### config.mk
export PLATFORM = sky130hd
export DESIGN_NAME = sdram_rw_arb_flat
export DESIGN_NICKNAME = d
export VERILOG_FILES = /design/src/rtl/sdram_rw_arb_if.sv /design/src/rtl/sdram_rw_arb.sv /design/src/flat_wrapper.sv
export SDC_FILE = /design/constraint.sdc
export NUM_CORES = 1
export LEC_CHECK = 0
export ABC_AREA = 1
export ABC_CLOCK_PERIOD_IN_PS = 1900
export CELL_PAD_IN_SITES_DETAIL_PLACEMENT = 0
export CELL_PAD_IN_SITES_GLOBAL_PLACEMENT = 2
export CORE_UTILIZATION = 19
export CTS_BUF_LIST = sky130_fd_sc_hd__clkbuf_8
export DETAILED_ROUTE_END_ITERATION = 7
export PLACE_DENSITY = 0.9
export SYNTH_ARGS = -nofsm -noshare
export SYNTH_HDL_FRONTEND = slang
export SYNTH_SLANG_ARGS = --single-unit
export TNS_END_PERCENT = 1
### constraint.sdc
create_clock -name sdram_clk -period 1.9 [get_ports sdram_clk]
set_clock_uncertainty 0.15 [all_clocks]
set_input_delay 0.285 -clock sdram_clk [delete_from_list [all_inputs] [get_ports sdram_clk]]
set_output_delay 0.285 -clock sdram_clk [all_outputs]
set_load 0.03 [all_outputs]
### src/rtl/sdram_rw_arb_if.sv
// rtl/sdram_rw_arb_if.sv - writer, reader and SDRAM-controller signals of sdram_rw_arb
// master is the arbiter side; slave is the requester/controller side.
interface sdram_rw_arb_if;
  logic        wr_req;
  logic [21:0] wr_addr;
  logic [15:0] wr_data;
  logic        wr_grant;
  logic        wr_data_ack;
  logic        rd_req;
  logic [21:0] rd_addr;
  logic        rd_grant;
  logic [15:0] rd_data;
  logic        rd_data_valid;
  logic        ctl_valid;
  logic [1:0]  ctl_op;
  logic [21:0] ctl_addr;
  logic        ctl_ready;
  logic [15:0] ctl_wdata;
  logic        ctl_wack;
  logic [15:0] ctl_rdata;
  logic        ctl_rvalid;
  logic        ctl_done;
  logic        ref_overrun;
  logic [15:0] stat_wr_cnt;
  logic [15:0] stat_rd_cnt;

  modport master (
    input  wr_req, wr_addr, wr_data, rd_req, rd_addr,
           ctl_ready, ctl_wack, ctl_rdata, ctl_rvalid, ctl_done,
    output wr_grant, wr_data_ack, rd_grant, rd_data, rd_data_valid,
           ctl_valid, ctl_op, ctl_addr, ctl_wdata,
           ref_overrun, stat_wr_cnt, stat_rd_cnt
  );

  modport slave (
    output wr_req, wr_addr, wr_data, rd_req, rd_addr,
           ctl_ready, ctl_wack, ctl_rdata, ctl_rvalid, ctl_done,
    input  wr_grant, wr_data_ack, rd_grant, rd_data, rd_data_valid,
           ctl_valid, ctl_op, ctl_addr, ctl_wdata,
           ref_overrun, stat_wr_cnt, stat_rd_cnt
  );
endinterface

### src/rtl/sdram_rw_arb.sv
// rtl/sdram_rw_arb.sv - write/read/refresh arbiter in front of an SDRAM controller
// Optional saturating burst counters: define SDRAM_ARB_STAT_EN.
module sdram_rw_arb #(
  parameter int BL         = 2,
  parameter int REF_PERIOD = 1040
) (
  input  logic           sdram_clk,
  input  logic           rst,
  sdram_rw_arb_if.master bus
);
  typedef enum logic [1:0] {IDLE, REF, WR, RD} state_t;

  localparam logic [1:0] OP_WR  = 2'b01;
  localparam logic [1:0] OP_RD  = 2'b10;
  localparam logic [1:0] OP_REF = 2'b11;
  localparam int         CW     = $clog2(REF_PERIOD);

  if (BL < 1 || BL > 255 || REF_PERIOD < 2) begin : g_param_check
    $error("sdram_rw_arb: parameter out of range");
  end

  state_t      state, state_next;
  logic [CW-1:0] ref_cnt;
  logic        ref_pending, ref_wrap, ref_accept, ref_overrun_q;
  logic        last_rd;
  logic        ctl_valid_q;
  logic [1:0]  ctl_op_q, op_next;
  logic [21:0] ctl_addr_q, addr_next;
  logic        grant_load, burst_done;
  logic [15:0] rd_data_q;
  logic        rd_data_valid_q;

  assign ref_wrap   = (ref_cnt == CW'(REF_PERIOD - 1));
  assign ref_accept = (state == REF) && ctl_valid_q && bus.ctl_ready;
  assign burst_done = (state != IDLE) && bus.ctl_done;

  // The refresh timer free-runs through bursts; a wrap beats a same-cycle accept.
  always_ff @(posedge sdram_clk) begin
    if (rst) begin
      ref_cnt       <= '0;
      ref_pending   <= 1'b0;
      ref_overrun_q <= 1'b0;
    end else begin
      ref_cnt <= ref_wrap ? '0 : ref_cnt + 1'b1;
      if (ref_wrap)
        ref_pending <= 1'b1;
      else if (ref_accept)
        ref_pending <= 1'b0;
      if (ref_wrap && ref_pending)
        ref_overrun_q <= 1'b1;
    end
  end

  always_ff @(posedge sdram_clk) begin
    if (rst)
      state <= IDLE;
    else
      state <= state_next;
  end

  always_comb begin
    state_next = state;
    grant_load = 1'b0;
    op_next    = ctl_op_q;
    addr_next  = ctl_addr_q;
    case (state)
      IDLE: begin
        if (ref_pending) begin
          state_next = REF;
          grant_load = 1'b1;
          op_next    = OP_REF;
          addr_next  = '0;
        end else if (bus.wr_req && (!bus.rd_req || last_rd)) begin
          state_next = WR;
          grant_load = 1'b1;
          op_next    = OP_WR;
          addr_next  = bus.wr_addr;
        end else if (bus.rd_req) begin
          state_next = RD;
          grant_load = 1'b1;
          op_next    = OP_RD;
          addr_next  = bus.rd_addr;
        end
      end
      REF, WR, RD: begin
        if (bus.ctl_done)
          state_next = IDLE;
      end
      default: state_next = IDLE;
    endcase
  end

  always_ff @(posedge sdram_clk) begin
    if (rst) begin
      ctl_valid_q <= 1'b0;
      ctl_op_q    <= '0;
      ctl_addr_q  <= '0;
      last_rd     <= 1'b1;
    end else begin
      if (grant_load) begin
        ctl_valid_q <= 1'b1;
        ctl_op_q    <= op_next;
        ctl_addr_q  <= addr_next;
      end else if (burst_done || (ctl_valid_q && bus.ctl_ready)) begin
        ctl_valid_q <= 1'b0;
      end
      if (burst_done && state == WR)
        last_rd <= 1'b0;
      else if (burst_done && state == RD)
        last_rd <= 1'b1;
    end
  end

  // Read data is retimed; stray ctl_rvalid outside a read burst never reaches the reader.
  always_ff @(posedge sdram_clk) begin
    if (rst) begin
      rd_data_q       <= '0;
      rd_data_valid_q <= 1'b0;
    end else begin
      rd_data_valid_q <= (state == RD) && bus.ctl_rvalid;
      if ((state == RD) && bus.ctl_rvalid)
        rd_data_q <= bus.ctl_rdata;
    end
  end

  assign bus.wr_grant      = (state == WR);
  assign bus.rd_grant      = (state == RD);
  assign bus.wr_data_ack   = (state == WR) && bus.ctl_wack;
  assign bus.ctl_wdata     = (state == WR) ? bus.wr_data : '0;
  assign bus.ctl_valid     = ctl_valid_q;
  assign bus.ctl_op        = ctl_op_q;
  assign bus.ctl_addr      = ctl_addr_q;
  assign bus.rd_data       = rd_data_q;
  assign bus.rd_data_valid = rd_data_valid_q;
  assign bus.ref_overrun   = ref_overrun_q;

`ifdef SDRAM_ARB_STAT_EN
  logic [15:0] stat_wr_q, stat_rd_q;

  always_ff @(posedge sdram_clk) begin
    if (rst) begin
      stat_wr_q <= '0;
      stat_rd_q <= '0;
    end else begin
      if (burst_done && state == WR && stat_wr_q != 16'hFFFF)
        stat_wr_q <= stat_wr_q + 16'd1;
      if (burst_done && state == RD && stat_rd_q != 16'hFFFF)
        stat_rd_q <= stat_rd_q + 16'd1;
    end
  end

  assign bus.stat_wr_cnt = stat_wr_q;
  assign bus.stat_rd_cnt = stat_rd_q;
`else
  assign bus.stat_wr_cnt = '0;
  assign bus.stat_rd_cnt = '0;
`endif
endmodule

### src/flat_wrapper.sv
// flat-port wrapper written by rule: the top's interface ports become plain ports
module sdram_rw_arb_flat 
#(
  parameter int BL         = 2,
  parameter int REF_PERIOD = 1040
)
  (sdram_clk, rst, bus_wr_req, bus_wr_addr, bus_wr_data, bus_rd_req, bus_rd_addr, bus_ctl_ready, bus_ctl_wack, bus_ctl_rdata, bus_ctl_rvalid, bus_ctl_done, bus_wr_grant, bus_wr_data_ack, bus_rd_grant, bus_rd_data, bus_rd_data_valid, bus_ctl_valid, bus_ctl_op, bus_ctl_addr, bus_ctl_wdata, bus_ref_overrun, bus_stat_wr_cnt, bus_stat_rd_cnt);
  sdram_rw_arb_if bus_i ();
  input  logic sdram_clk;
  input  logic rst;
  input wire logic [$bits(bus_i.wr_req)-1:0] bus_wr_req;
  input wire logic [$bits(bus_i.wr_addr)-1:0] bus_wr_addr;
  input wire logic [$bits(bus_i.wr_data)-1:0] bus_wr_data;
  input wire logic [$bits(bus_i.rd_req)-1:0] bus_rd_req;
  input wire logic [$bits(bus_i.rd_addr)-1:0] bus_rd_addr;
  input wire logic [$bits(bus_i.ctl_ready)-1:0] bus_ctl_ready;
  input wire logic [$bits(bus_i.ctl_wack)-1:0] bus_ctl_wack;
  input wire logic [$bits(bus_i.ctl_rdata)-1:0] bus_ctl_rdata;
  input wire logic [$bits(bus_i.ctl_rvalid)-1:0] bus_ctl_rvalid;
  input wire logic [$bits(bus_i.ctl_done)-1:0] bus_ctl_done;
  output wire logic [$bits(bus_i.wr_grant)-1:0] bus_wr_grant;
  output wire logic [$bits(bus_i.wr_data_ack)-1:0] bus_wr_data_ack;
  output wire logic [$bits(bus_i.rd_grant)-1:0] bus_rd_grant;
  output wire logic [$bits(bus_i.rd_data)-1:0] bus_rd_data;
  output wire logic [$bits(bus_i.rd_data_valid)-1:0] bus_rd_data_valid;
  output wire logic [$bits(bus_i.ctl_valid)-1:0] bus_ctl_valid;
  output wire logic [$bits(bus_i.ctl_op)-1:0] bus_ctl_op;
  output wire logic [$bits(bus_i.ctl_addr)-1:0] bus_ctl_addr;
  output wire logic [$bits(bus_i.ctl_wdata)-1:0] bus_ctl_wdata;
  output wire logic [$bits(bus_i.ref_overrun)-1:0] bus_ref_overrun;
  output wire logic [$bits(bus_i.stat_wr_cnt)-1:0] bus_stat_wr_cnt;
  output wire logic [$bits(bus_i.stat_rd_cnt)-1:0] bus_stat_rd_cnt;
  assign bus_i.wr_req = bus_wr_req;
  assign bus_i.wr_addr = bus_wr_addr;
  assign bus_i.wr_data = bus_wr_data;
  assign bus_i.rd_req = bus_rd_req;
  assign bus_i.rd_addr = bus_rd_addr;
  assign bus_i.ctl_ready = bus_ctl_ready;
  assign bus_i.ctl_wack = bus_ctl_wack;
  assign bus_i.ctl_rdata = bus_ctl_rdata;
  assign bus_i.ctl_rvalid = bus_ctl_rvalid;
  assign bus_i.ctl_done = bus_ctl_done;
  assign bus_wr_grant = bus_i.wr_grant;
  assign bus_wr_data_ack = bus_i.wr_data_ack;
  assign bus_rd_grant = bus_i.rd_grant;
  assign bus_rd_data = bus_i.rd_data;
  assign bus_rd_data_valid = bus_i.rd_data_valid;
  assign bus_ctl_valid = bus_i.ctl_valid;
  assign bus_ctl_op = bus_i.ctl_op;
  assign bus_ctl_addr = bus_i.ctl_addr;
  assign bus_ctl_wdata = bus_i.ctl_wdata;
  assign bus_ref_overrun = bus_i.ref_overrun;
  assign bus_stat_wr_cnt = bus_i.stat_wr_cnt;
  assign bus_stat_rd_cnt = bus_i.stat_rd_cnt;
  sdram_rw_arb #(.BL(BL), .REF_PERIOD(REF_PERIOD)) u_core (.sdram_clk(sdram_clk), .rst(rst), .bus(bus_i));
endmodule
==> metrics.log <==
INFO  metric avgViaCountPerCell = 3.71
INFO  metric critical-path-slowest-cell = sky130_fd_sc_hd__clkdlybuf4s50_1
INFO  metric tritoncts = done
INFO  metric yosysTopAreaCell = sky130_fd_sc_hd__dfxtp_1
INFO  metric synth-seq-cells = a little under 60
INFO  metric postCtsSetupRepairBufs = 0
INFO  metric gr-usage-all-layers = 10.7%
INFO  metric power.share.combinational = 32.7%
INFO  metric yosys.area_share.adder = 0.407%
INFO  metric synth_area_leaders = sky130_fd_sc_hd__dfxtp_1, sky130_fd_sc_hd__nand2_1, sky130_fd_sc_hd__nor2_1
INFO  metric h-tree-depth = 3
INFO  metric synth_ff_type = sky130_fd_sc_hd__dfxtp_1
INFO  metric yosys.area_share.simple = 30.6%
INFO  metric number_of_drc_violations_after_detailed_routing_iteration_0 = 133
INFO  metric clock_slew_seen_by_the_registers_of_the_worst_setup_and_hold_paths = about 0.070 ns
INFO  metric max_capacitance_violation_count = 0
INFO  metric worst_setup_path_end_kind = output port
INFO  metric synth_most_common_cell = sky130_fd_sc_hd__nand2_1
INFO  metric number_of_fill_cells = roughly 1700
INFO  metric stdcell_area = slightly below 5000 sq um
INFO  metric detail-route-antenna-nets = 0
INFO  metric place.gp.congestion = 0.711
INFO  metric placement_rows = 46
INFO  metric ff_latch_area = 1160 sq um
INFO  metric die_area = 16700 sq um
INFO  metric grt_max_degree = 31
INFO  metric net_switching_power = around 1200 uW
INFO  metric power.leakage = 0.00219 uW
INFO  metric yosys.cell_types.count = 24
INFO  metric setup_repair_after_global_routing_missed_its_margin = false
INFO  metric flow.area_growth_from_synthesis = 57.0%
INFO  metric floorplan.initialDensity = slightly below 20%
INFO  metric seq_power_share = 39.3%
INFO  metric timing.setup.critical_path_class = reg -> out
INFO  metric final-max-slew-violation-count = 0
INFO  metric numPortBuffers = approximately 150
INFO  metric crit_chain = clkdlybuf4s50_1
INFO  metric dpl.hpwl = 6.78 mm
INFO  metric min_delay_path_depth = 1
INFO  metric final_cycle_utilization_of_the_critical_path = 96.0%
INFO  metric clk-insertion-delay-late = 0.33 ns
INFO  metric avg_wl_per_cell = ~11 um
INFO  metric worstHoldPathType = reg -> reg
INFO  metric worst_ep_arrival_time = around 1.4 ns
INFO  metric clkPwrFrac = between 20% and 30%
INFO  metric synthMuxAreaShare = 0%
INFO  metric total_iterations_of_the_first_detailed_routing_run = 5
INFO  metric syn-cell-area = between 3000 and 4000 sq um
INFO  metric timing.critical_path.from_type = flop
INFO  metric worst-path-stages = 1
INFO  metric synth_top_family_by_area = simple AND/OR/NAND/NOR gates
INFO  metric multiInputGateArea = around 1400 sq um
INFO  metric sw_frac_of_total = 34.3%
INFO  metric cp_data_required_time = 1.46 ns
INFO  metric cts-root-buf = sky130_fd_sc_hd__clkbuf_8
INFO  metric post_layout_nonfiller_instances = ~840
INFO  metric via_count = 3129
INFO  metric ioPinCount = approximately 180
INFO  metric setup_violations = 0
INFO  metric rr_worst_depth = 8
INFO  metric final_layout_size_suffix_gt1_share = 10.5%
INFO  metric cp.buffers_inverters = 1
INFO  metric drc = 0
INFO  metric die-width = 129 um
INFO  metric cts.sink_count = 58
INFO  metric pre_cts_ws = 0.0465 ns
INFO  metric final_critical_path_setup_slack = 0.0761 ns
INFO  metric status = completed
INFO  metric asyncSetResetFlopFracSynth = 0%
INFO  metric via_count_of_the_first_global_routing_pass = ~2800
INFO  metric fin_tns_setup = 0 ns
INFO  metric nNetsFinal = 710
INFO  metric synth_sequential_area_ratio = 37.7%
INFO  metric dp_cells = 830
INFO  metric antenna_found_initial = 0
INFO  metric n_antenna_cell = 0
INFO  metric first_pass_grt_wire_length = 13.9 mm
INFO  metric synth.yosys.warnings = 0
INFO  metric irDropWorstVdd = 0.293 mV
INFO  metric synth_top_area_share = around 38%
INFO  metric synth_commonest_cells = sky130_fd_sc_hd__nand2_1, sky130_fd_sc_hd__nor2_1, sky130_fd_sc_hd__inv_1, sky130_fd_sc_hd__dfxtp_1, sky130_fd_sc_hd__nand3_1
INFO  metric layout_min_cycle_time = 1.82 ns
INFO  metric numCtsBuffers = 9
INFO  metric family_with_the_most_delay_on_the_worst_path = buffers and inverters
INFO  metric timing.critical_path.slowest_cell_delay = 0.71 ns
INFO  metric finalHoldViolations = 0
INFO  metric edff_count_synth = 0
INFO  metric post_synth_xor_area_fraction = under 10%
INFO  metric max-clock-path-buffers = 2
INFO  metric synth_compound_area_share = roughly 8.1%
INFO  metric routed_wl = ~9 mm
INFO  metric syn_inst = 476
INFO  metric worst-path-max-fanout = 3
INFO  metric achievable-frequency = 0.548 GHz
INFO  metric overflow = 0
INFO  metric die_h = 129 um
INFO  metric internal_power = 2270 uW
INFO  metric power-per-cell-area = 714 nW/um^2
INFO  metric core_area = 15800 sq um
INFO  metric synth.avg_cell_area = around 6.5 sq um
INFO  metric placement.cell_area = 4660 sq um
-- metrics by stage --
stage | power (uW) | hold WS [ns] | utilization, %
finish | 3450 | 0.300 | 30.5
global placement | 2520 | 0.284 | 29.5
floorplan | 2100 | 0.268 | -
CTS | 3530 | 0.308 | 30.5
global route | 3680 | 0.329 | 30.5
detailed placement | 2520 | 0.291 | 29.5
-- area by class of cell --
class | instances | share of cell area, %
clock inverter | 4 | 0.415
multi-input combinational | 315 | 29.0
timing repair buffer | 160 | 31.8
sequential | 58 | 24.0
inverter | 81 | 6.30
clock buffer | 10 | 2.85
tap | 216 | 5.60
-- layout by cell type, fill, tap and decap left out, types with 2 or more instances in the layout --
cell	Yosys	final
sky130_fd_sc_hd__xor2_1	5	5
sky130_fd_sc_hd__nand3_1	49	49
sky130_fd_sc_hd__clkinv_2	0	4
sky130_fd_sc_hd__nand2_1	88	87
sky130_fd_sc_hd__a21oi_1	23	23
sky130_fd_sc_hd__nand2_2	3	4
sky130_fd_sc_hd__clkbuf_8	0	10
sky130_fd_sc_hd__o21ai_0	25	25
sky130_fd_sc_hd__nor2_1	82	70
sky130_fd_sc_hd__nor2_2	0	11
sky130_fd_sc_hd__clkdlybuf4s50_1	0	126
sky130_fd_sc_hd__inv_1	78	78
sky130_fd_sc_hd__inv_2	2	2
sky130_fd_sc_hd__conb_1	1	32
sky130_fd_sc_hd__nor3_1	3	3
sky130_fd_sc_hd__dfxtp_1	58	58
sky130_fd_sc_hd__buf_4	33	31
-- path summary, 6_finish.rpt --
check	from	endpoint	slack, ns
hold / removal	u_core.ref_cnt[0]	u_core.ref_cnt[0]	0.30
hold reg to reg	u_core.ref_cnt[0]	u_core.ref_cnt[0]	0.30
setup reg to reg	u_core.ref_cnt[0]	u_core.ref_cnt[7]	0.31
setup / recovery	u_core.bus.ctl_valid	bus_ctl_valid	0.08
-- routing by layer --
metal  track usage [%]  up-vias  wire length [um]
met3              3.10        7               491
met2              18.7       80              4530
met5                 0        -                 0
met1              12.8     1368              4050
li1                  -     1674                 -
met4              2.91        0                91
-- logic make-up (layout without fill, tap and decap cells) --
kind of cell               count (synthesis)  in the layout
other                                      1             32
adders and majority gates                  1              1
AOI/OAI and AO/OA                         49             49
buffers and inverters                    134            255
and+or+nand+nor                          228            228
xor gates and xnor gates                   5              5
DFF                                       58             58
-- sequential cells by signal, indices dropped and copies added, names as in the netlist --
signal	cells
u_core.bus.ctl_addr	22
u_core.bus.ctl_op	2
u_core.bus.ctl_valid	1
u_core.bus.rd_data	16
u_core.bus.rd_data_valid	1
u_core.bus.ref_overrun	1
u_core.last_rd	1
u_core.ref_cnt	11
u_core.ref_pending	1
u_core.state	2
-- power groups by stage --
stage                     registers [uW]  clock network, uW  logic [uW]
after floorplan                     1540                  0         561
after global placement              1380                  0        1140
after detailed placement            1380                  0        1140
after CTS                           1360               1030        1140
after global routing                1370               1090        1230
final                               1360                965        1130
-- timing repair --
action	in CTS	in global routing
endpoints found under the setup margin	1	12
resized for setup	1	3
cloned	0	0
hold buffers	0	0
Power figures use the tool's default switching activity.
